## src/rtl/caxi4interconnect_decerr_slave_pkg.sv

```systemverilog
// Shared encodings for the AXI4 default (DECERR) responder.
// AXI response codes and the write/read FSM state values.
package caxi4interconnect_decerr_slave_pkg;

  localparam logic [1:0] RESP_OKAY   = 2'b00;
  localparam logic [1:0] RESP_EXOKAY = 2'b01;
  localparam logic [1:0] RESP_SLVERR = 2'b10;
  localparam logic [1:0] RESP_DECERR = 2'b11;

  localparam logic [1:0] WR_IDLE = 2'd0;
  localparam logic [1:0] WR_DATA = 2'd1;
  localparam logic [1:0] WR_RESP = 2'd2;

  localparam logic [0:0] RD_IDLE = 1'b0;
  localparam logic [0:0] RD_DATA = 1'b1;

endpackage

```

## src/rtl/caxi4interconnect_decerr_rd_chan.sv

```systemverilog
// Read path of the DECERR responder: AR accept, beat counter, RID.
// Ports: clk/rst_n, AR inputs (arid, arlen, arvalid), arready, R handshake.
module caxi4interconnect_decerr_rd_chan
  import caxi4interconnect_decerr_slave_pkg::*;
#(
  parameter int ID_WIDTH = 16
) (
  input  logic                clk,
  input  logic                rst_n,
  input  logic [ID_WIDTH-1:0] arid,
  input  logic [7:0]          arlen,
  input  logic                arvalid,
  output logic                arready,
  input  logic                rready,
  output logic                rvalid,
  output logic                rlast,
  output logic [ID_WIDTH-1:0] rid
);

  logic [0:0] rd_state;
  logic [7:0] cnt;

  always_ff @(posedge clk or negedge rst_n) begin
    if (!rst_n) begin
      rd_state <= RD_IDLE;
      cnt      <= '0;
      rid      <= '0;
    end else begin
      unique case (rd_state)
        RD_IDLE: begin
          if (arvalid) begin
            rid      <= arid;
            cnt      <= arlen;
            rd_state <= RD_DATA;
          end
        end
        RD_DATA: begin
          if (rready) begin
            if (cnt != 8'd0) cnt <= cnt - 8'd1;
            else rd_state <= RD_IDLE;
          end
        end
        default: rd_state <= RD_IDLE;
      endcase
    end
  end

  // Outputs decode purely from registered state.
  assign arready = (rd_state == RD_IDLE);
  assign rvalid  = (rd_state == RD_DATA);
  assign rlast   = rvalid && (cnt == 8'd0);

endmodule

```

## src/rtl/caxi4interconnect_decerr_slave.sv

```systemverilog
// AXI4 default responder: sinks unmapped bursts, answers RESP_CODE.
// Ports: ACLK/ARESETN, AW/W/B write path, AR/R read path (AXI4 names).
module caxi4interconnect_decerr_slave
  import caxi4interconnect_decerr_slave_pkg::*;
#(
  parameter int         ID_WIDTH   = 16,
  parameter int         DATA_WIDTH = 32,
  parameter int         USER_WIDTH = 1,
  parameter logic [1:0] RESP_CODE  = RESP_DECERR
) (
  input  logic                  ACLK,
  input  logic                  ARESETN,
  input  logic [ID_WIDTH-1:0]   AWID,
  input  logic                  AWVALID,
  output logic                  AWREADY,
  input  logic                  WLAST,
  input  logic                  WVALID,
  output logic                  WREADY,
  output logic [ID_WIDTH-1:0]   BID,
  output logic [1:0]            BRESP,
  output logic [USER_WIDTH-1:0] BUSER,
  output logic                  BVALID,
  input  logic                  BREADY,
  input  logic [ID_WIDTH-1:0]   ARID,
  input  logic [7:0]            ARLEN,
  input  logic                  ARVALID,
  output logic                  ARREADY,
  output logic [ID_WIDTH-1:0]   RID,
  output logic [DATA_WIDTH-1:0] RDATA,
  output logic [1:0]            RRESP,
  output logic                  RLAST,
  output logic [USER_WIDTH-1:0] RUSER,
  output logic                  RVALID,
  input  logic                  RREADY
);

  logic [1:0] wr_state;

  // Write termination follows WLAST only; AWLEN is never consulted.
  always_ff @(posedge ACLK or negedge ARESETN) begin
    if (!ARESETN) begin
      wr_state <= WR_IDLE;
      BID      <= '0;
    end else begin
      unique case (wr_state)
        WR_IDLE: begin
          if (AWVALID) begin
            BID      <= AWID;
            wr_state <= WR_DATA;
          end
        end
        WR_DATA: begin
          if (WVALID && WLAST) wr_state <= WR_RESP;
        end
        WR_RESP: begin
          if (BREADY) wr_state <= WR_IDLE;
        end
        default: wr_state <= WR_IDLE;
      endcase
    end
  end

  assign AWREADY = (wr_state == WR_IDLE);
  assign WREADY  = (wr_state == WR_DATA);
  assign BVALID  = (wr_state == WR_RESP);
  assign BRESP   = RESP_CODE;
  assign BUSER   = '0;

  caxi4interconnect_decerr_rd_chan #(
    .ID_WIDTH(ID_WIDTH)
  ) u_rd_chan (
    .clk    (ACLK),
    .rst_n  (ARESETN),
    .arid   (ARID),
    .arlen  (ARLEN),
    .arvalid(ARVALID),
    .arready(ARREADY),
    .rready (RREADY),
    .rvalid (RVALID),
    .rlast  (RLAST),
    .rid    (RID)
  );

  assign RRESP = RESP_CODE;
  assign RDATA = '0;
  assign RUSER = '0;

endmodule

```

## config.mk

```make
export PLATFORM = sky130hd
export DESIGN_NAME = caxi4interconnect_decerr_slave
export DESIGN_NICKNAME = d
export VERILOG_FILES = /design/src/rtl/caxi4interconnect_decerr_slave_pkg.sv /design/src/rtl/caxi4interconnect_decerr_rd_chan.sv /design/src/rtl/caxi4interconnect_decerr_slave.sv
export SDC_FILE = /design/constraint.sdc
export NUM_CORES = 1
export LEC_CHECK = 0
export ABC_AREA = 1
export CORE_UTILIZATION = 42
export CTS_BUF_LIST = sky130_fd_sc_hd__clkbuf_16
export DETAILED_ROUTE_END_ITERATION = 12
export MAX_ROUTING_LAYER = met4
export PLACE_DENSITY = 0.87
export SYNTH_ARGS = -nofsm -noshare
export SYNTH_HDL_FRONTEND = slang
export SYNTH_HIERARCHICAL = 1
export SYNTH_SLANG_ARGS = --single-unit
export TNS_END_PERCENT = 5
```

## constraint.sdc

```tcl
create_clock -name ACLK -period 2.4 [get_ports ACLK]
set_clock_uncertainty 0.15 [all_clocks]
set_input_delay 0.48 -clock ACLK [delete_from_list [all_inputs] [get_ports ACLK]]
set_output_delay 0.48 -clock ACLK [all_outputs]
set_load 0.01 [all_outputs]
```

After elaboration in Yosys (flattened, before gate mapping):

Cells that the tools add are included.

* flip-flop bits (word level): 43
* bits in latches: 0
* RAM bits: 0
* memory bits (read-only): 0
* bits of input ports: 48
* word-level logic and storage cells: 36
* memories: 0

* add/sub/neg operators: 1
* multipliers: 0
* div/mod/pow operators: 0
* magnitude comparators: 0
* equality and inequality tests: 8
* shift-type cells: 0
* multiplexer cells: 12
* bitwise gates (word level): 1
* reductions and logical operators: 9

Operators by type and width (count)
* 2-to-1 mux 8 bit: 3
* case mux 8 bit (2 select lines): 1
* zero test 8 bit: 1
* inequality test 2 bit (second input constant): 4
* nonzero test 8 bit: 1
* subtractor 8 x 1 -> 8 bit (second input constant): 1
* 2-to-1 mux 2 bit: 3
* case mux 2 bit (3 select lines): 1
* AND reduction 3 bit: 2
* inequality test 2 x 1 -> 1 bit (second input constant): 2
* AND reduction 2 bit: 2
* 2-to-1 mux 1 bit: 3
* equality test 2 x 1 -> 1 bit (second input constant): 1
* equality test 2 bit (second input constant): 1
* logical AND 1 bit: 2
* zero test 2 bit: 1
* case mux 1 bit (2 select lines): 1
* NOT 1 bit: 1

Longest topological paths before layout:

Gate-level depths: netlist of the first run.

* depth after elaboration: 4
* mapped depth: 10
* gate-level depth less buffers: 9

Hierarchy:

Netlist of the first run, hierarchy kept.

Modules (own cells, without submodules)
* caxi4interconnect_decerr_rd_chan: times used 1, cells each 134, area an instance 1252.5 µm², sequential area each 625.6 µm²
* caxi4interconnect_decerr_slave: times used 1, cells each 122, area an instance 1037.2 µm², sequential area each 450.4 µm²

Worst setup path after synthesis of the first run:

No wires, ideal clock.

* kind: register to output
* start: reg u_rd_chan.cnt[0]
* end: out RLAST
* arrival: 964 ps
* required time: 1770 ps
* path slack: 806 ps
* cell stages (with the launch flop): 7
* path buffers: 0
* cell sequence: dfrtp_1 > inv_1 > ha_1 > nand2_1 > nor2_1 > nand2_2 > inv_1

* word-level cells in the longest chain between the ends: 2

Ends and longest elaborated chain
* from (decl): line caxi4interconnect_decerr_rd_chan.sv:21 `logic [7:0] cnt;`
* from (signal assigned): line caxi4interconnect_decerr_rd_chan.sv:33 `cnt <= arlen;`
* from (signal assigned): line caxi4interconnect_decerr_rd_chan.sv:39 `if (cnt != 8'd0) cnt <= cnt - 8'd1;`
* zero test 8 bit: line caxi4interconnect_decerr_rd_chan.sv:51 `assign rlast = rvalid && (cnt == 8'd0);`
* logical AND 1 bit: line caxi4interconnect_decerr_rd_chan.sv:51
* to (decl): line caxi4interconnect_decerr_slave.sv:31 `output logic RLAST,`

No other way between the ends.

Worst setup path after layout of the first run:

Same ends and word-level chain as after synthesis.

==> results.sh, run 1 <==
export IMPL_synth_warnings=6
export IMPL_clkTransAtPathRegs_ns=0.06
export IMPL_synth_edff_count=0
export IMPL_grt_util_met1_pct=18.3
export IMPL_avgRoutedWirePerCell_um=10.8
export IMPL_fmax_mhz=468
export IMPL_crit_arrival_ns=1.50
export IMPL_rows=26
export IMPL_grt_max_degree=23
export IMPL_path_cells="inv_2 -> ha_1 -> nand2_1 -> nor2_1 -> nand2_2 -> inv_1 -> dlygate4sd2_1"
export IMPL_drive_above_1_share_pct=12.8
export IMPL_fin_util_pct=61.3
export IMPL_diodes=0
export IMPL_rr_worst_depth=9
export IMPL_post_route_min_period_ns=2.13
export IMPL_async_flop_share_pct=100
export IMPL_crit_required_ns=1.77
export IMPL_final_nets=392
export IMPL_synthFlopType="dfrtp_1"
export IMPL_r2r_end="u_rd_chan/cnt[0]"
export IMPL_postCtsHoldBufs=0
export IMPL_hpwl_um=3470
export IMPL_p_leak_nw=1.57
export IMPL_netlist_area_leader_share_pct=47.0
export IMPL_htree_levels=2
export IMPL_ant_nets=0
export IMPL_drv_cap=0
export IMPL_vias=1822
export IMPL_ir_worst_vdd_v=0.000573
export IMPL_synthCells=256
export IMPL_power_frac_seq_pct=35.5
export IMPL_ios=124
export IMPL_synthTopCellsByArea="dfrtp_1 47%, buf_4 13%, nand2_1 11%"
export IMPL_period_share_pct=89.0
export IMPL_grt_antenna_before_repair=0
export IMPL_cp_slowest_cell="dfrtp_1"
export IMPL_drt_total_wl_um=4450
export IMPL_power_internal_mw=2.34
export IMPL_r2r_start="u_rd_chan/cnt[0]"
export IMPL_cts_root_buf="clkbuf_16"
export IMPL_hold_viol=0
export IMPL_cts_made_buffers=5
export IMPL_clk_latency_ns=0.27
export IMPL_synth_seq_area_share_pct=47.0
export IMPL_power_mw=3.60
export IMPL_reg2reg_slack_ns=0.68
export IMPL_cp_top_family="buffers and inverters"
export IMPL_stdcell_count=413
export IMPL_path_class="reg2out"
export IMPL_drtIter0Drc=85
export IMPL_io_buffers=85
export IMPL_crit_buf_inv=3
export IMPL_endpoint_kind="output port"
export IMPL_busiest_layer="met2"
export IMPL_gp_congestion=0.839
export IMPL_whs_ns=0.0108
export IMPL_power_switching_mw=1.26
export IMPL_cp_start_kind="flip-flop"
export IMPL_die_area_um2=5750
export IMPL_clkPwrFrac_pct=17.1
export IMPL_cts_buffer_depth=2
export IMPL_synth_cell_types=21
export IMPL_crit_path_max_fanout=5
export IMPL_met2_usage_pct=28.4
export IMPL_drc=0
export IMPL_start_util_pct=44.3
export IMPL_synthTopCellsByCount="68 x nand2_1, 43 x dfrtp_1, 40 x buf_4, 24 x nand3_1, 16 x mux2_2"
export IMPL_cts_tree="built"
export IMPL_p_per_area_nw_per_um2=1140
export IMPL_synth_top_area_cell="dfrtp_1"
export IMPL_fin_setup_tns_ns=0
export IMPL_rsz0062_at_grt="false"
export IMPL_core_area_um2=5170
export IMPL_dp_cells=405
export IMPL_ys_ff_latch=43
export IMPL_via_per_inst=4.41
export IMPL_grt_overflow=0
export IMPL_p_sw_share_pct=35.0
export IMPL_slew_violations=0
export IMPL_critPathMaxStageDelay_ns=0.40
export IMPL_first_global_vias=1641
export IMPL_die_h_um=75.8
export IMPL_synthesis_area_um2=2290
export IMPL_status="finished, final reports clean"
export IMPL_syn2layout_area_growth_pct=38.4
export IMPL_die_x_um=75.8
export IMPL_grtUsageMet3_pct=4.63
export IMPL_setup_viol=0
export IMPL_firstDrtPassIters=4
export IMPL_combPwrFrac_pct=47.4
export IMPL_synth_most_common_cell="nand2_1"
export IMPL_hold_class="in2async"
export IMPL_synth_avg_cell_area_um2=8.94
export IMPL_grtUsageTotal_pct=16.4
export IMPL_grt_pass1_wl_um=6870
export IMPL_clock_sinks=43
-- sequential cells by signal, summed over array words and instances (netlist names) --
| name | count |
|---|---|
| BID | 16 |
| u_rd_chan/rid | 16 |
| u_rd_chan/cnt | 8 |
| wr_state | 2 |
| u_rd_chan/rvalid | 1 |
-- what timing repair did --
item                       4_1_cts  5_1_grt
gates resized for setup          3        0
setup buffers                    0        0
setup endpoints to repair        1        0
-- worst reg2reg max path, stage by stage (launching register included) --
cell and delay (ns):
dfrtp_1 0.40, inv_2 0.11, ha_1 0.15, nand2_1 0.05
nor2_1 0.13, nand2_2 0.07, nand2_2 0.22, inv_1 0.18
nand2_1 0.09, o21ai_1 0.06
-- power groups by stage --
stage               Sequential, mW  Combinational [mW]  Clock, mW
floorplan                     1.39               0.849          0
global placement              1.27                1.67          0
detailed placement            1.29                1.72          0
CTS                           1.28                1.73      0.639
global route                  1.32                1.91      0.663
finish                        1.28                1.71      0.615
-- per-stage QoR --
| stage | setup slack, ns | cell area [um2] |
|---|---|---|
| 2_1_floorplan | 0.806 | 2420 |
| 3_3_place_gp | 0.290 | 3030 |
| 3_5_place_dp | 0.236 | 3030 |
| 4_1_cts | 0.260 | 3170 |
| 5_1_grt | 0.127 | 3170 |
| 6_report | 0.265 | 3170 |
-- worst max-delay path by stage --
stage          slack (ns)              from    end  depth (start not counted)
6_report             0.27  u_rd_chan/cnt[0]  RLAST                          7
5_1_grt              0.13  u_rd_chan/cnt[0]  RLAST                          7
4_1_cts              0.26  u_rd_chan/cnt[0]  RLAST                          7
3_5_place_dp         0.24  u_rd_chan/cnt[0]  RLAST                          7
3_3_place_gp         0.29  u_rd_chan/cnt[0]  RLAST                          7
2_1_floorplan        0.81  u_rd_chan/cnt[0]  RLAST                          6
-- layout make-up --
type,count,area [um2]
Multi-Input combinational cell,187,933
Clock buffer,5,125
Timing Repair Buffer,89,875
Tap cell,70,87.6
Clock inverter,3,12.5
Sequential cell,43,1080
Inverter,16,60.1
Fill cell,466,2000
-- per-layer routing --
metal | part of all wire, % | wire length, um
met5 | 0 | 0
met1 | 41 | 1800
met3 | 8.3 | 369
met2 | 50 | 2230
met4 | 0.97 | 43
-- layout by cell type, fill, tap and decap left out --
| cell type | n |
|---|---|
| buf_2 | 1 |
| clkbuf_16 | 5 |
| inv_1 | 14 |
| nand2_4 | 1 |
| inv_2 | 4 |
| clkdlybuf4s50_1 | 83 |
| clkinv_2 | 1 |
| nand3_1 | 24 |
| dlygate4sd2_1 | 1 |
| dfrtp_1 | 43 |
| mux2_2 | 16 |
| nor2_1 | 13 |
| nor2_4 | 1 |
| nor2_2 | 7 |
| o21ai_0 | 7 |
| nand2_2 | 3 |
| conb_1 | 38 |
| nand2_1 | 68 |
| o21ai_2 | 1 |
| buf_4 | 4 |
| a21oi_1 | 2 |
| nand3b_1 | 1 |
| ha_1 | 2 |
| o21ai_1 | 3 |
-- cell families (layout without fill, tap and decap cells) --
logic type	Yosys count	in the layout	share of synthesized area [%]
buffers and inverters	62	113	18.1
AOI/OAI and AO/OA	13	13	3.01
other	2	38	0.328
adders and majority gates	2	2	1.09
DFF	43	43	47.0
muxes	16	16	7.87
and+or+nand+nor	118	118	22.6
(Power assumes the default switching activity.)
==> run 2, diff against run 1 <==
CORE_UTILIZATION = 30   (was 42)
GPL_ROUTABILITY_DRIVEN = 0   (was not set)
PLACE_DENSITY = 0.65   (was 0.87)
==> results.sh, run 2 (same netlist as run 1, synthesis figures left out) <==
export IMPL_grt_max_degree=20
export IMPL_slew_violations=0
export IMPL_fin_util_pct=43.9
export IMPL_grt_antenna_before_repair=0
export IMPL_core_area_um2=7330
export IMPL_reg2reg_slack_ns=0.69
export IMPL_cts_tree="built"
export IMPL_status="complete, but fails checks"
export IMPL_drt_total_wl_um=4630
export IMPL_clk_latency_ns=0.28
export IMPL_clkPwrFrac_pct=17.7
export IMPL_ant_nets=0
export IMPL_crit_required_ns=1.77
export IMPL_grt_pass1_wl_um=7600
export IMPL_grtUsageMet3_pct=3.51
export IMPL_placed_area_um2=3080
export IMPL_drv_cap=0
export IMPL_cts_buffer_depth=2
export IMPL_start_util_pct=31.2
export IMPL_design_area_um2=3220
export IMPL_p_leak_nw=1.57
export IMPL_p_sw_share_pct=35.3
export IMPL_rows=31
export IMPL_whs_ns=-0.00355
export IMPL_cts_resized=3
export IMPL_dp_slack_ns=0.236
export IMPL_drtIter0Drc=39
export IMPL_r2r_start="u_rd_chan/cnt[0]"
export IMPL_period_share_pct=90.9
export IMPL_r2r_end="u_rd_chan/cnt[1]"
export IMPL_hold_viol=12
export IMPL_die_h_um=89.4
export IMPL_met2_usage_pct=20.1
export IMPL_grtUsageTotal_pct=12.8
export IMPL_path_class="reg2out"
export IMPL_crit_path_max_fanout=11
export IMPL_setup_viol=0
export IMPL_top_regs="BID x16, u_rd_chan/rid x16, u_rd_chan/cnt x8"
export IMPL_via_per_inst=4.07
export IMPL_firstDrtPassIters=4
export IMPL_mostFrequentLayoutCell="clkdlybuf4s50_1"
export IMPL_combPwrFrac_pct=47.1
export IMPL_rr_worst_depth=9
export IMPL_avgRoutedWirePerCell_um=10.5
export IMPL_fmax_mhz=459
export IMPL_rsz0062_at_grt="false"
export IMPL_crit_arrival_ns=1.55
export IMPL_endpoint_kind="output port"
export IMPL_postCtsHoldBufs=0
export IMPL_hpwl_um=3550
export IMPL_drc=0
export IMPL_clock_sinks=43
export IMPL_power_internal_mw=2.35
export IMPL_p_per_area_nw_per_um2=1130
export IMPL_die_area_um2=7990
export IMPL_final_nets=393
export IMPL_diodes=0
export IMPL_cp_start_kind="flip-flop"
export IMPL_io_buffers=85
export IMPL_first_global_vias=1662
export IMPL_die_x_um=89.4
export IMPL_htree_levels=2
export IMPL_fin_ws_ns=0.219
export IMPL_layout_common_cells="83 x clkdlybuf4s50_1, 68 x nand2_1, 43 x dfrtp_1"
export IMPL_clkTransAtPathRegs_ns=0.06
export IMPL_busiest_layer="met2"
export IMPL_drive_above_1_share_pct=13.4
export IMPL_power_switching_mw=1.28
export IMPL_hold_class="in2async"
export IMPL_violations="hold timing"
export IMPL_cts_root_buf="clkbuf_16"
export IMPL_post_cts_buffers=0
export IMPL_grt_overflow=0
export IMPL_ir_worst_vdd_v=0.000462
export IMPL_power_frac_seq_pct=35.2
export IMPL_vias=1804
export IMPL_cts_made_buffers=5
export IMPL_ios=124
export IMPL_fin_setup_tns_ns=0
export IMPL_syn2layout_area_growth_pct=40.5
export IMPL_grt_util_met1_pct=16.3
export IMPL_post_route_min_period_ns=2.18
run 2: metal layers:
layer | part of all wire, % | up-vias
met5 | 0 | -
met4 | 0.50 | 0
met3 | 7.8 | 2
met2 | 47 | 79
met1 | 44 | 822
li1 | - | 901
run 2: worst max-delay path: stages (launching register included):
cell	delay, ns
dfrtp_1	0.48
inv_2	0.22
clkdlybuf4s50_1	0.57
run 2: power groups by stage:
stage / clock network [mW] / logic, mW / registers [mW]
global route: 0.708 / 1.91 / 1.33
detailed placement: 0 / 1.73 / 1.28
floorplan: 0 / 0.849 / 1.39
global placement: 0 / 1.71 / 1.28
finish: 0.643 / 1.71 / 1.28
CTS: 0.678 / 1.73 / 1.28
run 2: area by class of cell:
type                    instances  area, um2
clock buffers                   5        125
inverters                      16       60.1
multi-input cells             187        933
clock inverters                 3       16.3
well taps                      99        124
repair buffers                 90        882
flip-flops and latches         43       1080
fillers                       724       4110
run 2: per-stage QoR:
| step | power [mW] | std cells | hold slack (ns) |
|---|---|---|---|
| after floorplan | 2.23 | 292 | 0.0344 |
| after CTS | 3.69 | 443 | 0.00522 |
| final | 3.63 | 443 | -0.00355 |
| after global routing | 3.95 | 443 | 0.0286 |
| after global placement | 2.99 | 435 | 0.308 |
| after detailed placement | 3.01 | 435 | 0.310 |
run 2: how the worst max path moves through the flow:
stage                      from  slack [ns]  cells after the start  endpoint
3_3_place_gp   u_rd_chan/cnt[0]        0.26                      7     RLAST
6_report       u_rd_chan/rvalid        0.22                      2   ARREADY
3_5_place_dp   u_rd_chan/cnt[0]        0.24                      7     RLAST
2_1_floorplan  u_rd_chan/cnt[0]        0.81                      6     RLAST
4_1_cts        u_rd_chan/rvalid        0.19                      2   ARREADY
5_1_grt        u_rd_chan/rvalid        0.14                      2   ARREADY
